===== config.mk =====
export PLATFORM = sky130hd
export DESIGN_NAME = mult8u_rr_sched
export DESIGN_NICKNAME = d
export VERILOG_FILES = /design/src/rtl/mult8u_rr_sched.sv
export SDC_FILE = /design/constraint.sdc
export NUM_CORES = 1
export LEC_CHECK = 0
export ABC_CLOCK_PERIOD_IN_PS = 17150
export CORE_AREA = 2 2 144 146
export CTS_CLUSTER_DIAMETER = 100
export DETAILED_ROUTE_END_ITERATION = 7
export DIE_AREA = 0 0 146 148
export GPL_TIMING_DRIVEN = 0
export PLACE_DENSITY = 0.69
export SKIP_CTS_REPAIR_TIMING = 1
export SLEW_MARGIN = 10
export SYNTH_ARGS = -nofsm -noshare
export SYNTH_HDL_FRONTEND = slang
export SYNTH_SLANG_ARGS = --single-unit

===== constraint.sdc =====
create_clock -name clk -period 17.15 [get_ports clk]
set_input_delay 1.715 -clock clk [delete_from_list [all_inputs] [get_ports clk]]
set_output_delay 1.715 -clock clk [all_outputs]
set_load 0.03 [all_outputs]

===== src/rtl/mult8u_rr_sched.sv =====
// mult8u_rr_sched
//   Shares a single combinational 8x8 unsigned multiplier among NUM_REQ
//   requesters. A round-robin arbiter issues at most one operand pair per
//   cycle into a two-stage pipe (operand regs -> multiplier -> product reg).
//   Results are queued in order in an output FIFO and returned on one
//   valid/ready response port, tagged with the requester id. A credit count
//   (pipe stages in flight + FIFO occupancy) gates issue, so the FIFO can
//   never overflow.
//
// Ports
//   clk          rising-edge clock
//   rst_n        synchronous reset, active low
//   req_valid    per-requester request valid           [NUM_REQ]
//   req_ready    per-requester grant, one-hot or zero   [NUM_REQ]
//   req_a        multiplicands, requester i at [8i+7:8i]
//   req_b        multipliers,   requester i at [8i+7:8i]
//   rsp_valid    FIFO head valid
//   rsp_ready    consumer accepts head
//   rsp_id       requester id of head result            [ID_W]
//   rsp_product  unsigned product of head               [16]
//   stat_issued  transfer counter       (MULT_SCHED_STATS_EN only)
//   stat_stall   stalled-cycle counter  (MULT_SCHED_STATS_EN only)
//
// Configuration
//   MULT_SCHED_STATS_EN  define to add the stat_issued / stat_stall counters.

module mult8u_rr_sched #(
    parameter int NUM_REQ   = 4,
    parameter int ID_W      = 2,
    parameter int OUT_DEPTH = 4
) (
    input  logic                 clk,
    input  logic                 rst_n,
    input  logic [NUM_REQ-1:0]   req_valid,
    output logic [NUM_REQ-1:0]   req_ready,
    input  logic [NUM_REQ*8-1:0] req_a,
    input  logic [NUM_REQ*8-1:0] req_b,
    output logic                 rsp_valid,
    input  logic                 rsp_ready,
    output logic [ID_W-1:0]      rsp_id,
    output logic [15:0]          rsp_product
`ifdef MULT_SCHED_STATS_EN
    ,
    output logic [31:0]          stat_issued,
    output logic [31:0]          stat_stall
`endif
);

    localparam int PW  = (OUT_DEPTH > 1) ? $clog2(OUT_DEPTH) : 1;
    localparam int CW  = $clog2(OUT_DEPTH + 1);
    localparam int CRW = CW + 1;
    localparam int EW  = ID_W + 16;

    // Arbiter state
    logic [ID_W-1:0] ptr_q, ptr_d;
    logic [ID_W-1:0] grant_idx;
    logic            grant_found;
    logic            issue_ok;
    logic            xfer;
    logic [CRW-1:0]  credits;

    // Pipe stage 1: operands
    logic            s1_valid_q, s1_valid_d;
    logic [7:0]      s1_a_q, s1_a_d;
    logic [7:0]      s1_b_q, s1_b_d;
    logic [ID_W-1:0] s1_id_q, s1_id_d;

    // Pipe stage 2: product
    logic            s2_valid_q, s2_valid_d;
    logic [15:0]     s2_prod_q, s2_prod_d;
    logic [ID_W-1:0] s2_id_q, s2_id_d;

    logic [15:0]     mult_p;

    // Output FIFO
    logic [EW-1:0]   mem_q [OUT_DEPTH];
    logic [PW-1:0]   wr_ptr_q, wr_ptr_d;
    logic [PW-1:0]   rd_ptr_q, rd_ptr_d;
    logic [CW-1:0]   count_q, count_d;
    logic            fifo_push;
    logic            fifo_pop;
    logic [EW-1:0]   head;

    // ------------------------------------------------------------------
    // Credit check and round-robin arbitration (combinational)
    // ------------------------------------------------------------------
    always_comb begin
        credits  = CRW'(s1_valid_q) + CRW'(s2_valid_q) + CRW'(count_q);
        // Gating on rst_n keeps req_ready low for the whole reset cycle,
        // before the synchronous reset has cleared the state.
        issue_ok = rst_n && (credits < CRW'(OUT_DEPTH));
    end

    always_comb begin
        int unsigned cand;
        grant_found = 1'b0;
        grant_idx   = '0;
        for (int unsigned k = 0; k < NUM_REQ; k++) begin
            cand = (32'(ptr_q) + k) % NUM_REQ;
            if (!grant_found && (((req_valid >> cand) & NUM_REQ'(1)) != '0)) begin
                grant_found = 1'b1;
                grant_idx   = ID_W'(cand);
            end
        end
    end

    always_comb begin
        req_ready = '0;
        if (grant_found && issue_ok) begin
            req_ready = NUM_REQ'(1) << grant_idx;
        end
        xfer = grant_found && issue_ok;
    end

    always_comb begin
        ptr_d = ptr_q;
        if (xfer) begin
            ptr_d = (grant_idx == ID_W'(NUM_REQ - 1)) ? '0 : grant_idx + ID_W'(1);
        end
    end

    // ------------------------------------------------------------------
    // Pipe next state
    // ------------------------------------------------------------------
    always_comb begin
        s1_valid_d = xfer;
        s1_a_d     = s1_a_q;
        s1_b_d     = s1_b_q;
        s1_id_d    = s1_id_q;
        if (xfer) begin
            s1_a_d  = 8'(req_a >> {grant_idx, 3'b000});
            s1_b_d  = 8'(req_b >> {grant_idx, 3'b000});
            s1_id_d = grant_idx;
        end
        s2_valid_d = s1_valid_q;
        s2_prod_d  = s2_prod_q;
        s2_id_d    = s2_id_q;
        if (s1_valid_q) begin
            s2_prod_d = mult_p;
            s2_id_d   = s1_id_q;
        end
    end

    mult8u_booth4_ripple u_mult (
        .a_i (s1_a_q),
        .b_i (s1_b_q),
        .p_o (mult_p)
    );

    // ------------------------------------------------------------------
    // Output FIFO
    // ------------------------------------------------------------------
    assign head = mem_q[rd_ptr_q];

    always_comb begin
        rsp_valid   = rst_n && (count_q != '0);
        rsp_id      = rsp_valid ? head[EW-1:16] : '0;
        rsp_product = rsp_valid ? head[15:0]    : '0;
    end

    always_comb begin
        fifo_push = s2_valid_q;
        fifo_pop  = rsp_valid && rsp_ready;
        wr_ptr_d  = wr_ptr_q;
        rd_ptr_d  = rd_ptr_q;
        count_d   = count_q;
        if (fifo_push) begin
            wr_ptr_d = (wr_ptr_q == PW'(OUT_DEPTH - 1)) ? '0 : wr_ptr_q + PW'(1);
        end
        if (fifo_pop) begin
            rd_ptr_d = (rd_ptr_q == PW'(OUT_DEPTH - 1)) ? '0 : rd_ptr_q + PW'(1);
        end
        case ({fifo_push, fifo_pop})
            2'b10:   count_d = count_q + CW'(1);
            2'b01:   count_d = count_q - CW'(1);
            default: count_d = count_q;
        endcase
    end

    // Storage needs no reset: the head is only visible while count_q != 0.
    always_ff @(posedge clk) begin
        if (fifo_push) begin
            mem_q[wr_ptr_q] <= {s2_id_q, s2_prod_q};
        end
    end

    // ------------------------------------------------------------------
    // State registers
    // ------------------------------------------------------------------
    always_ff @(posedge clk) begin
        if (!rst_n) begin
            ptr_q      <= '0;
            s1_valid_q <= 1'b0;
            s1_a_q     <= '0;
            s1_b_q     <= '0;
            s1_id_q    <= '0;
            s2_valid_q <= 1'b0;
            s2_prod_q  <= '0;
            s2_id_q    <= '0;
            wr_ptr_q   <= '0;
            rd_ptr_q   <= '0;
            count_q    <= '0;
        end else begin
            ptr_q      <= ptr_d;
            s1_valid_q <= s1_valid_d;
            s1_a_q     <= s1_a_d;
            s1_b_q     <= s1_b_d;
            s1_id_q    <= s1_id_d;
            s2_valid_q <= s2_valid_d;
            s2_prod_q  <= s2_prod_d;
            s2_id_q    <= s2_id_d;
            wr_ptr_q   <= wr_ptr_d;
            rd_ptr_q   <= rd_ptr_d;
            count_q    <= count_d;
        end
    end

`ifdef MULT_SCHED_STATS_EN
    logic [31:0] stat_issued_q, stat_issued_d;
    logic [31:0] stat_stall_q,  stat_stall_d;

    always_comb begin
        stat_issued_d = stat_issued_q;
        stat_stall_d  = stat_stall_q;
        if (xfer) begin
            stat_issued_d = stat_issued_q + 32'd1;
        end else if (|req_valid) begin
            stat_stall_d = stat_stall_q + 32'd1;
        end
    end

    always_ff @(posedge clk) begin
        if (!rst_n) begin
            stat_issued_q <= '0;
            stat_stall_q  <= '0;
        end else begin
            stat_issued_q <= stat_issued_d;
            stat_stall_q  <= stat_stall_d;
        end
    end

    assign stat_issued = stat_issued_q;
    assign stat_stall  = stat_stall_q;
`endif

endmodule

// mult8u_booth4_ripple
//   Combinational 8x8 unsigned multiplier, 16-bit product. Radix-4 Booth
//   recoding of b (zero-extended so the top digit covers b[7]) gives five
//   partial products, accumulated through ripple-carry adders.
//
// Ports
//   a_i  multiplicand [8]
//   b_i  multiplier   [8]
//   p_o  product      [16]

module mult8u_booth4_ripple (
    input  logic [7:0]  a_i,
    input  logic [7:0]  b_i,
    output logic [15:0] p_o
);

    function automatic logic [17:0] ripple_add(input logic [17:0] x,
                                               input logic [17:0] y);
        logic        c;
        logic [17:0] s;
        c = 1'b0;
        s = '0;
        for (int unsigned i = 0; i < 18; i++) begin
            s[i] = x[i] ^ y[i] ^ c;
            c    = (x[i] & y[i]) | (c & (x[i] ^ y[i]));
        end
        return s;
    endfunction

    logic [10:0] y_ext;
    logic [17:0] a_ext;
    logic [17:0] pp;
    logic [17:0] acc;
    logic [2:0]  grp;

    always_comb begin
        // Two leading zeros make the recoding treat b as unsigned.
        y_ext = {2'b00, b_i, 1'b0};
        a_ext = {10'b0, a_i};
        acc   = '0;
        pp    = '0;
        grp   = '0;
        for (int unsigned i = 0; i < 5; i++) begin
            grp = 3'(y_ext >> (2 * i));
            case (grp)
                3'b001, 3'b010: pp = a_ext;
                3'b011:         pp = a_ext << 1;
                3'b100:         pp = ~(a_ext << 1) + 18'd1;
                3'b101, 3'b110: pp = ~a_ext + 18'd1;
                default:        pp = '0;
            endcase
            acc = ripple_add(acc, pp << (2 * i));
        end
        p_o = acc[15:0];
    end

endmodule


==> results of run 1 <==
==> power groups by stage <==
stage               Sequential, mW  Combinational, mW  Clock, mW
floorplan                    0.356              0.264          0
global placement             0.362              0.371          0
detailed placement           0.364              0.377          0
CTS                          0.358              0.380      0.353
global route                 0.362              0.420      0.366
finish                       0.358              0.382      0.350
==> path summary, 6_finish.rpt <==
path,startpoint,endpoint,slack (ns),cells past startpoint
worst max-delay path,s1_a_q[3],s2_prod_q[15],6.88,29
worst min-delay path,s1_id_q[1],s1_id_q[1],0.50,2
worst max register to register,s1_a_q[3],s2_prod_q[15],6.88,29
worst min register to register,s1_id_q[1],s1_id_q[1],0.50,2
==> per-layer routing <==
metal | part of all wire, % | GRT usage [%] | up-vias
li1 | - | - | 2990
met1 | 44 | 25.29 | 3047
met2 | 49 | 31.77 | 220
met3 | 5.5 | 3.210 | 30
met4 | 1.9 | 7.282 | 0
met5 | 0 | 0 | -
==> cell usage after synthesis, types with 28 or more instances <==
cell type  number  area, um2
a21oi_1        50      250.2
inv_1          33      123.9
clkbuf_1       46      172.7
nand2_1        71      266.5
fa_1           37      740.7
a211oi_1       28      210.2
and2_1         32      200.2
edfxtp_1       72       2162
mux2i_1        28      280.3
o21ai_0        42      210.2
dfxtp_1        49      980.9
nor2_1         53      198.9
==> state kept, by name, summed over array words and instances, names as in the netlist, named ones only <==
signal and count:
mem_q 72, s2_prod_q 16, s1_a_q 8, s1_b_q 8, count_q 3, ptr_q 2, rd_ptr_q 2, s1_id_q 2
s2_id_q 2, wr_ptr_q 2, fifo_push 1, s1_valid_q 1
==> cells by family after synthesis <==
family	count (synthesis)	share of synthesized area, %
xor+xnor	26	3.079
buf+inv	99	5.201
compound gates	200	16.88
mux	46	8.743
flops	121	40.08
simple gates	215	13.86
fa+ha+maj	54	12.16
==> per-stage QoR <==
| stage | utilization [%] | instances | power (mW) | hold WS, ns | area [um2] |
|---|---|---|---|---|---|
| 5_1_grt | 48.35 | 1156 | 1.148 | 0.5226 | 9689 |
| 2_1_floorplan | - | 761 | 0.6205 | 0.4360 | 7843 |
| 4_1_cts | 48.35 | 1156 | 1.092 | 0.4869 | 9689 |
| 6_report | 48.35 | 1156 | 1.091 | 0.4957 | 9689 |
| 3_3_place_gp | 45.47 | 1124 | 0.7336 | 0.4742 | 9111 |
| 3_5_place_dp | 45.47 | 1124 | 0.7412 | 0.4776 | 9111 |
==> final cells by class <==
type | instances | share of cell area (%)
Buffer | 64 | 2.841
Clock buffer | 18 | 4.429
Clock inverter | 14 | 1.537
Inverter | 35 | 1.369
Multi-Input combinational cell | 541 | 44.29
Sequential cell | 121 | 32.44
Tap cell | 270 | 3.487
Timing Repair Buffer | 93 | 9.607
==> worst min-delay path, cell delays in order, from the launching register on <==
cell and delay, ns:
dfxtp_1 0.33, a21oi_1 0.06, nor2_1 0.07
==> flow_metrics.tcl, run 1 <==
set metrics [dict create \
    status "finished clean" \
    synth_ff_type "edfxtp_1" \
    crit_required_ns 17.44 \
    power.density_nw_per_um2 112.6 \
    maxCapViolCount 0 \
    period_minus_slack_ns 10.27 \
    path_common_cell "fa_1" \
    peakVddDrop_v 0.00007245 \
    final_common_cell "clkdlybuf4s50_1" \
    io_buffers 93 \
    cp_top_family "adder cells" \
    die_w_um 146 \
    ys_seq_area_share_pct 40.08 \
    wl_per_cell_um 17.36 \
    finClkSkew_ns 0.01174 \
    cts-root-buf "clkbuf_16" \
    fillers 1943 \
    gp_congestion 0.9037 \
    clk_pin_slew_ns 0.06 \
    path_max_fanout 10 \
    num_vias 6287 \
    multi_input_area_um2 4292 \
    swShare_pct 34.82 \
    grt_overflow_total 0 \
    pre_cts_ws_ns 6.962 \
    seq_power_share_pct 32.8 \
    drt_iter0_markers 535 \
    crit_path_start_kind "register" \
    setup.worst_path.class "register to register" \
    slew_headroom_pct 22.97 \
    synth_edf_count 72 \
    viasPerCell 5.439 \
    coreArea_um2 20040 \
    area_growth_pct 23.55 \
    avgSynthCellArea_um2 10.31 \
    cell_internal_pwr_mw 0.7112 \
    rows 52 \
    ys_types 61 \
    cts_tree "yes" \
    fin_nets 998 \
    die_area_um2 21610 \
    grt_max_degree 19 \
    num_io_pins 94 \
    hold_violations 0 \
    clock_sinks 121 \
    seq_area_um2 3143 \
    hp-class "register to register" \
    crit_path_end_kind "register" \
    pwr-share-clk_pct 32.1 \
    clk_latency_ns 0.41 \
    critPathArrivalTime_ns 10.55 \
    path_buf_inv 2 \
    slew_viol_final 0 \
    grt_pass1_wl_um 32680 \
    antenna_left 0 \
    timing.final.crit_share_pct 59.87 \
    htree_levels 4 \
    rsz0062_at_grt "false" \
    tightest_slew_ns 1.145 \
    drc 0 \
    layout-drive-gt1-share_pct 7.336 \
    synth_seq_cells 121 \
    setup_viol 0 \
    max_freq_mhz 97.39 \
    antenna_found_initial 0 \
    drtPass1Iterations 5 \
    max_stage_delay_ns 0.92 \
    layout_common_cells "clkdlybuf4s50_1, edfxtp_1, nand2_1" \
    dp_hpwl_um 15030 \
    start_util_pct 39.14 \
    insertedDiodeCount 0 \
    power_frac_comb_pct 35.0 \
    cts_made_buffers 17 \
    tns_ns 0 \
    dieHeight_um 148 \
    synthArstFlopShare_pct 0 \
    postSynthCellCount 761 \
    syn_nets 886 \
    drt-total-wl_um 20060 \
    clock_tree.buffer_depth 2 \
    grt_usage_pct 19.14 \
    p_switching_mw 0.3799 \
    yosysWarnings 0 \
    synth_area_um2 7843 \
    fin_ws_ns 6.882 \
    p_leak_nw 3.585 \
    grt_pass1_vias 6130 \
    critical_path.slowest_cell "nor4_1" \
]
Note: power is estimated with default switching activity, not from simulation.
==> run 2, diff against run 1 <==
--- a/config.mk
+++ b/config.mk
@@ -5,7 +5,7 @@
 export SDC_FILE = /design/constraint.sdc
 export NUM_CORES = 1
 export LEC_CHECK = 0
-export ABC_CLOCK_PERIOD_IN_PS = 17150
+export ABC_CLOCK_PERIOD_IN_PS = 9450
 export CORE_AREA = 2 2 144 146
 export CTS_CLUSTER_DIAMETER = 100
 export DETAILED_ROUTE_END_ITERATION = 7
==> constraint.sdc (replaced) <==
create_clock -name clk -period 9.45 [get_ports clk]
set_input_delay 0.945 -clock clk [delete_from_list [all_inputs] [get_ports clk]]
set_output_delay 0.945 -clock clk [all_outputs]
set_load 0.03 [all_outputs]
==> run 2 against run 1 <==
Compared with the run above: setup slack lost 6.6 ns; global-route usage is the same; register-to-register slack got worse by 6.6 ns; via count up 0.56%; sequential power is 82% higher; largest cell class unchanged; die area unchanged; highest routed layer unchanged; design area up 1.0%; flip-flop and latch count unchanged; critical path depth increased by 2.
==> flow_metrics.tcl, run 2 (synthesis results as in run 1) <==
set metrics [dict create \
    hold_violations 0 \
    num_io_pins 94 \
    critPathArrivalTime_ns 9.49 \
    largest_reg_flops 72 \
    path_max_fanout 9 \
    cts_made_buffers 17 \
    grt_pass1_vias 6130 \
    die_w_um 146 \
    p_leak_nw 3.606 \
    io_buffers 93 \
    wl_per_cell_um 17.40 \
    power.total_mw 2.001 \
    regMostFlops "mem_q" \
    holdPathEnd "s1_id_q[1]" \
    rows 52 \
    insertedDiodeCount 0 \
    tightest_slew_ns 1.139 \
    area_growth_pct 24.82 \
    busiest_layer "met2" \
    period_minus_slack_ns 9.198 \
    grt_usage_pct 19.14 \
    crit_path_end_kind "register" \
    max_freq_mhz 108.7 \
    path_common_cell "fa_2" \
    path_buf_inv 4 \
    viasPerCell 5.459 \
    maxCapViolCount 0 \
    grt_pass1_wl_um 32680 \
    r2r_end "s2_prod_q[15]" \
    use_met2_pct 31.77 \
    critical_path.slowest_cell "fa_2" \
    gp_congestion 0.9037 \
    antenna_found_initial 0 \
    dp_hpwl_um 15030 \
    fin_nets 1000 \
    hold_depth 2 \
    drt-total-wl_um 20140 \
    top_regs "mem_q (72), s2_prod_q (16)" \
    crit_cells 31 \
    grt_overflow_total 0 \
    slew_viol_final 0 \
    rr_startpoint "s1_a_q[1]" \
    peakVddDrop_v 0.0001355 \
    grt_max_degree 19 \
    die_area_um2 21610 \
    htree_levels 4 \
    clock_tree.buffer_depth 2 \
    hp-class "register to register" \
    rrSetupSlack_ns 0.25 \
    drt_iter0_markers 645 \
    slew_headroom_pct 23.91 \
    crit_path_start_kind "register" \
    timing.final.crit_share_pct 97.33 \
    antenna_left 0 \
    num_vias 6322 \
    setup.worst_path.class "register to register" \
    dieHeight_um 148 \
    layout-drive-gt1-share_pct 10.14 \
    final_common_cell "clkdlybuf4s50_1" \
    cts_tree "yes" \
    start_util_pct 39.14 \
    clock_sinks 121 \
    drtPass1Iterations 7 \
    crit_required_ns 9.74 \
    coreArea_um2 20040 \
    tns_ns 0 \
    grt_use_met1_pct 25.29 \
    use_met3_pct 3.210 \
    max_stage_delay_ns 0.60 \
    setup_viol 0 \
    cp_top_family "adder cells" \
    dp_cells 1124 \
    stdcell_count 1158 \
    clk_latency_ns 0.42 \
    fillers 1925 \
    layout_common_cells "clkdlybuf4s50_1, edfxtp_1, nand2_1" \
    cts-root-buf "clkbuf_16" \
    hold_start "s1_id_q[1]" \
    power.density_nw_per_um2 204.4 \
    clk_pin_slew_ns 0.06 \
    drc 0 \
    reg2reg_depth 31 \
    status "finished clean" \
    finClkSkew_ns 0.01151 \
]
[run 2: worst reg2reg max path, delay by kind of cell, from the launching register on]
kind / cells / cell delay (ns)
simple gates: 2 / 0.24
flops: 1 / 0.32
buf+inv: 4 / 0.47
compound gates: 2 / 0.23
xor+xnor: 6 / 1.08
fa+ha+maj: 17 / 6.74
[run 2: final cells by class]
cell class / instances / area, um2 / area share (%)
tap: 270 / 337.8 / 3.451
sequential: 121 / 3147 / 32.14
inverter: 35 / 132.6 / 1.355
clock buffer: 18 / 429.2 / 4.384
buffer: 64 / 297.8 / 3.042
timing repair buffer: 95 / 945.9 / 9.663
clock inverter: 14 / 148.9 / 1.521
multi-input combinational: 541 / 4350 / 44.44
[run 2: worst max-delay path by stage]
stage / start / end / slack (ns)
3_5_place_dp: s1_a_q[3] / s2_prod_q[15] / -0.74
5_1_grt: s1_a_q[1] / s2_prod_q[15] / -0.009
4_1_cts: s1_a_q[3] / s2_prod_q[15] / -0.75
3_3_place_gp: s1_a_q[3] / s2_prod_q[15] / -0.67
2_1_floorplan: s1_a_q[0] / s2_prod_q[15] / 0.48
6_report: s1_a_q[1] / s2_prod_q[15] / 0.25
[run 2: report_power, final]
part	internal [mW]	total [mW]	switching, mW
registers	0.614	0.650	0.0362
logic	0.300	0.712	0.412
clock network	0.389	0.639	0.250
[run 2: routing by layer]
metal | share of wire (%) | up-vias
li1 | - | 2994
met1 | 44 | 3058
met2 | 49 | 232
met3 | 5.1 | 38
met4 | 2.3 | 0
met5 | 0 | -
[run 2: per-stage QoR]
| step | worst slack (ns) | hold WS (ns) | instance area [um2] | util (%) |
|---|---|---|---|---|
| 5_1_grt | -0.008697 | 0.5226 | 9789 | 48.85 |
| 2_1_floorplan | 0.4841 | 0.4360 | 7843 | - |
| 3_5_place_dp | -0.7382 | 0.4776 | 9111 | 45.47 |
| 4_1_cts | -0.7530 | 0.4869 | 9689 | 48.35 |
| 3_3_place_gp | -0.6650 | 0.4742 | 9111 | 45.47 |
| 6_report | 0.2522 | 0.4958 | 9789 | 48.85 |
==> edit 1 (settings of run 1) <==
Add a define of `MULT_SCHED_STATS_EN`.
--- a/src/rtl/mult8u_rr_sched.sv
+++ b/src/rtl/mult8u_rr_sched.sv
@@ -24,6 +24,8 @@
 // Configuration
 //   MULT_SCHED_STATS_EN  define to add the stat_issued / stat_stall counters.
 
+`define MULT_SCHED_STATS_EN
+
 module mult8u_rr_sched #(
     parameter int NUM_REQ   = 4,
     parameter int ID_W      = 2,
New outputs: stat_issued and stat_stall. Check against the original RTL: not settled (the Yosys comparison gave no result); the edit may change what the design does.
==> edit 1 against run 1 <==
  * Routed wire length up 48%
  * Sequential power up 42%
  * Total power up 20%
  * Worst setup slack worse by 120 ps
  * Sequential cell count up 64
  * Die area unchanged
  * Synthesized area up 41%
  * Critical path depth unchanged
  * Count of clock-buffer cells in the layout down 1
  * Design area up 40%
==> edit 1: results (changes against run 1) <==
## Clock network
* **root cell of the clock tree** sky130_fd_sc_hd__clkbuf_16
* **register clock-pin slew on the reported worst setup and hold paths** 80 ps, +20 ps
* **clock latency on the worst-skew pair** 450 ps, +40 ps

## GRT
* **GRT Overall Usage** 27.8%, +8.7 points
* **pin count of the biggest net entering global routing** 20, +1
* **wire length of the first global-routing pass** 47300 um, +45%
* **vias in the first global route** 8777, +43%
* **number of antenna violations at the first check in global routing** 2, +2

## STA
* **final worst hold slack** 505 ps, +9.57 ps
* **Final Cycle Share** 60.6%, +0.72 points
* **slew margin rel.** 38.3%, +15 points
* **largest clock skew in the final design** 15.7 ps, +3.95 ps

## Critical path
* **worst-path fanout max** 10, unchanged
* **r2r setup slk** 6760 ps, -120 ps
* **slowest stage cell, crit path** sky130_fd_sc_hd__fa_1
* **stage delay of the slowest cell on the critical path** 530 ps, -390 ps
* **endpoint arrival time on the critical path** 10770 ps, +220 ps

## Placed design
* **DP HPWL** 22100 um, +47%
* **I/O Buffers** 157, +69%
* **final weighted congestion of routability-driven global placement** 0.964, +6.6%
* **cell count after placement** 1524, +36%
* **worst slack at placement** 6750 ps, -215 ps

## Pwr
* **power dissipated by switching net loads** 453 uW, +19%
* **Max rail drop VDD** 0.0692 mV, -4.5%
* **leakage power summed over all cells** 0.00498 uW, +39%

## Detailed routing
* **final routed wire length divided by cell count** 19.1 um, +9.9%
* **final wirelength** 29700 um, +48%
* **post-detailed-route via-to-cell ratio** 5.86, +7.8%
* **number of DRC violations after detailed-routing iteration 0** 667, +25%
* **number of iterations in the first detailed-routing pass** 6, +1

## Finish
* **net total in the final layout** 1400, +40%
* **ratio of cells with drive above 1 in the final layout** 6.07%, -1.3 points
* **flip-flop count of the largest register after layout** 72, unchanged

## Worst hold path
* **type of the most critical hold path** reg -> reg

## Yosys
* **share of synthesized area occupied by flip-flops and latches** 40.1%, +0.064 points
* **Distinct cells, synth** 67, +9.8%
* **leading post-synthesis cells by instance count** 113 x sky130_fd_sc_hd__dfxtp_1, 104 x sky130_fd_sc_hd__nand2_1, 78 x sky130_fd_sc_hd__and2_1
* **cell types with the largest area share after synthesis** sky130_fd_sc_hd__dfxtp_1 21%, sky130_fd_sc_hd__edfxtp_1 20%, sky130_fd_sc_hd__fa_1 6.7%
* **post-synthesis net count** 1224, +38%
* **Post-Synthesis Mean Instance Area** 10.0 um2, -2.5%

## Outcome
* **outcome** finished clean

edit 1: cell types whose count changed after synthesis, sizes merged, moves of 12 or more:
| cell | before | now |
|---|---|---|
| xnor2 | 13 | 42 |
| nor4b | 0 | 17 |
| and2 | 32 | 78 |
| clkbuf | 46 | 63 |
| a21boi | 6 | 32 |
| nand4 | 0 | 15 |
| nor2 | 54 | 41 |
| nor3 | 5 | 27 |
| dfxtp | 49 | 113 |
| and4 | 16 | 4 |
| nand2 | 71 | 104 |
| nand3 | 7 | 21 |
| xor2 | 12 | 36 |
| a21oi | 50 | 37 |
edit 1: path summary, 6_finish.rpt:
kind / startpoint / to / cells after the start
worst max-delay path: s1_a_q[0]$_SDFFE_PN0P_ / s2_prod_q[15]$_SDFFE_PN0P_ / 29
worst max register to register: s1_a_q[0]$_SDFFE_PN0P_ / s2_prod_q[15]$_SDFFE_PN0P_ / 29
worst min register to register: rd_ptr_q[1]$_SDFFE_PN0P_ / rd_ptr_q[1]$_SDFFE_PN0P_ / 2
worst min-delay path: rd_ptr_q[1]$_SDFFE_PN0P_ / rd_ptr_q[1]$_SDFFE_PN0P_ / 2
edit 1: metrics by stage:
stage / utilization (%) / cell area [um2]
2_1_floorplan: - / 11000
4_1_cts: 67.5 / 13500
3_5_place_dp: 64.5 / 12900
5_1_grt: 67.6 / 13600
6_report: 67.6 / 13600
3_3_place_gp: 64.5 / 12900
edit 1: tightest hold or removal path, cell delays in order (launching register included):
cell and delay [ps]:
sky130_fd_sc_hd__dfxtp_1 310, sky130_fd_sc_hd__nand3_1 70, sky130_fd_sc_hd__nand2_1 70
edit 1: cell families (layout without fill, tap and decap cells):
family | count (synthesis) | count (layout) | share of synthesized area [%]
xor gates and xnor gates | 79 | 79 | 6.40
and+or+nand+nor | 376 | 376 | 18.6
other | 0 | 2 | 0
DFF | 185 | 185 | 40.1
buffers and inverters | 125 | 314 | 4.59
muxes | 58 | 58 | 7.47
AOI/OAI and AO/OA | 218 | 218 | 13.9
adders and majority gates | 56 | 56 | 8.88
edit 1: power by group through the flow:
stage	sequential [uW]	clock [uW]	combinational [uW]
finish	507	402	404
global route	511	426	446
CTS	507	407	403
detailed placement	517	0	401
global placement	515	0	398
floorplan	511	0	276
edit 1: final cells by class:
cell class	instances	area (um2)
Tap cell	270	338
Buffer	82	342
Inverter	43	164
Clock buffer	17	425
Antenna cell	2	5.00
Timing Repair Buffer	157	1570
Sequential cell	185	4420
Multi-Input combinational cell	787	6100
Clock inverter	15	176
Fill cell	1648	6490
edit 1: routing by layer:
metal	share of wire, %	GRT usage (%)
met1	43	37.9
met2	48	45.1
met5	0	0
met4	2.4	10.2
met3	6.8	4.57
==> edit 2 (settings of run 1) <==
Made on the original files. `s2_prod_q` no longer has a reset.
--- a/src/rtl/mult8u_rr_sched.sv
+++ b/src/rtl/mult8u_rr_sched.sv
@@ -195,7 +195,6 @@
             s1_b_q     <= '0;
             s1_id_q    <= '0;
             s2_valid_q <= 1'b0;
-            s2_prod_q  <= '0;
             s2_id_q    <= '0;
             wr_ptr_q   <= '0;
             rd_ptr_q   <= '0;
@@ -207,12 +206,15 @@
             s1_b_q     <= s1_b_d;
             s1_id_q    <= s1_id_d;
             s2_valid_q <= s2_valid_d;
-            s2_prod_q  <= s2_prod_d;
             s2_id_q    <= s2_id_d;
             wr_ptr_q   <= wr_ptr_d;
             rd_ptr_q   <= rd_ptr_d;
             count_q    <= count_d;
         end
+    end
+
+    always_ff @(posedge clk) begin
+        s2_prod_q <= s2_prod_d;
     end
 
 `ifdef MULT_SCHED_STATS_EN
Check against the original RTL: not settled (the Yosys comparison gave no result); the edit may change what the design does.
==> edit 2 against run 1 <==
  * Design area increased by 1.0%
  * Fmax increased by 4.7%
  * Synthesized area increased by 0.45%
  * Sequential cell count unchanged
  * Worst hold slack about the same
  * Worst setup slack improved by 460 ps
  * Synthesized cell count decreased by 6.7%
  * Total power increased by 4.1%
  * Routed wire length decreased by 5.9%
==> edit 2: results (changes against run 1) <==
## Critical path
* **stage delay of the slowest cell on the critical path** 520 ps, -400 ps
* **launching element of the worst setup path** s1_a_q[0]$_SDFFE_PN0P_
* **end point of the critical path** s2_prod_q[15]$_DFFE_PP_
* **Register-to-Register Path Depth** 30, +3.4%
* **endpoint arrival time on the critical path** 9940 ps, -610 ps

## Yosys
* **adder and majority gate portion of the synthesized area** 12.1%, -0.054 points
* **share of the synthesized netlist area taken by xor and xnor gates** 2.95%, -0.12 points
* **share of synthesized area occupied by flip-flops and latches** 41.9%, +1.9 points
* **compound-gate portion of the synthesized area** 16.3%, -0.55 points
* **Distinct cells, synth** 62, +1.6%
* **cell types with the largest area share after synthesis** sky130_fd_sc_hd__edfxtp_1 34%, sky130_fd_sc_hd__fa_1 9.4%, sky130_fd_sc_hd__dfxtp_1 8.4%
* **post-synthesis net count** 835, -5.8%
* **leading post-synthesis cells by instance count** 88 x sky130_fd_sc_hd__edfxtp_1, 72 x sky130_fd_sc_hd__nand2_1, 41 x sky130_fd_sc_hd__inv_1
* **number of enable-type register cells in the synthesized netlist** 88, +22%
* **number of cells produced by synthesis** 710, -6.7%

## Pwr
* **leakage power summed over all cells** 0.00357 uW, -0.30%
* **Int Pwr** 765 uW, +7.6%
* **comb pwr** 358 uW, -6.3%
* **Max rail drop VDD** 0.0743 mV, +2.6%
* **power after layout** 1140 uW, +4.1%
* **P_clk** 385 uW, +10%

## GRT
* **routing usage on met1** 23.0%, -2.3 points
* **global-route met2 utilization** 29.7%, -2.0 points
* **vias in the first global route** 5965, -2.7%
* **pin count of the biggest net entering global routing** 21, +2
* **met3 track demand over resource in global routing** 3.80%, +0.59 points
* **GRT Overall Usage** 17.8%, -1.3 points
* **wire length of the first global-routing pass** 30700 um, -6.2%

## STA
* **Min Clock Period, post-route** 9810 ps, -456 ps
* **final worst hold slack** 495 ps, -0.294 ps
* **slew margin rel.** 28.2%, +5.3 points
* **largest clock skew in the final design** 14.0 ps, +2.22 ps

## Detailed routing
* **final wirelength** 18900 um, -5.9%
* **met2 wire length** 9120 um, -7.0%
* **number of DRC violations after detailed-routing iteration 0** 500, -6.5%

## Finish
* **count of placed standard cells in the final layout, fillers left out** 1105, -4.4%
* **ratio of cells with drive above 1 in the final layout** 9.70%, +2.4 points
* **area added between synthesis and finish** 24.2%
* **ANT cells** 0, unchanged
* **fillers** 1856, -4.5%
* **net total in the final layout** 947, -5.1%

## Worst hold path
* **type of the most critical hold path** reg -> reg
* **cell count of the worst hold path** 2, unchanged
* **source of the worst hold timing path** rd_ptr_q[1]$_SDFFE_PN0P_

## Placed design
* **final weighted congestion of routability-driven global placement** 0.903, about the same
* **DP HPWL** 14000 um, -6.8%
* **placed inst area** 0.00915 mm2, +0.38%

## Outcome
* **outcome** finished clean

[edit 2: cell count changes after synthesis, moves of 7 or more]
cell | before | now
sky130_fd_sc_hd__a21oi_1 | 50 | 22
sky130_fd_sc_hd__nor2_1 | 53 | 30
sky130_fd_sc_hd__and4_1 | 16 | 0
sky130_fd_sc_hd__dfxtp_1 | 49 | 33
sky130_fd_sc_hd__edfxtp_1 | 72 | 88
sky130_fd_sc_hd__nor4b_1 | 0 | 16
sky130_fd_sc_hd__o21ai_0 | 42 | 29
sky130_fd_sc_hd__a211oi_1 | 28 | 18
sky130_fd_sc_hd__a21boi_2 | 0 | 10
sky130_fd_sc_hd__inv_1 | 33 | 41
sky130_fd_sc_hd__a21boi_1 | 0 | 7
sky130_fd_sc_hd__clkbuf_1 | 46 | 39
[edit 2: final cells by class]
cell class	count	share of cell area, %
tap	270	3.45
inverter	43	1.78
timing repair buffer	93	9.51
clock inverter	15	2.20
multi-input combinational	489	42.3
sequential	121	33.8
clock buffer	17	4.35
buffer	57	2.62
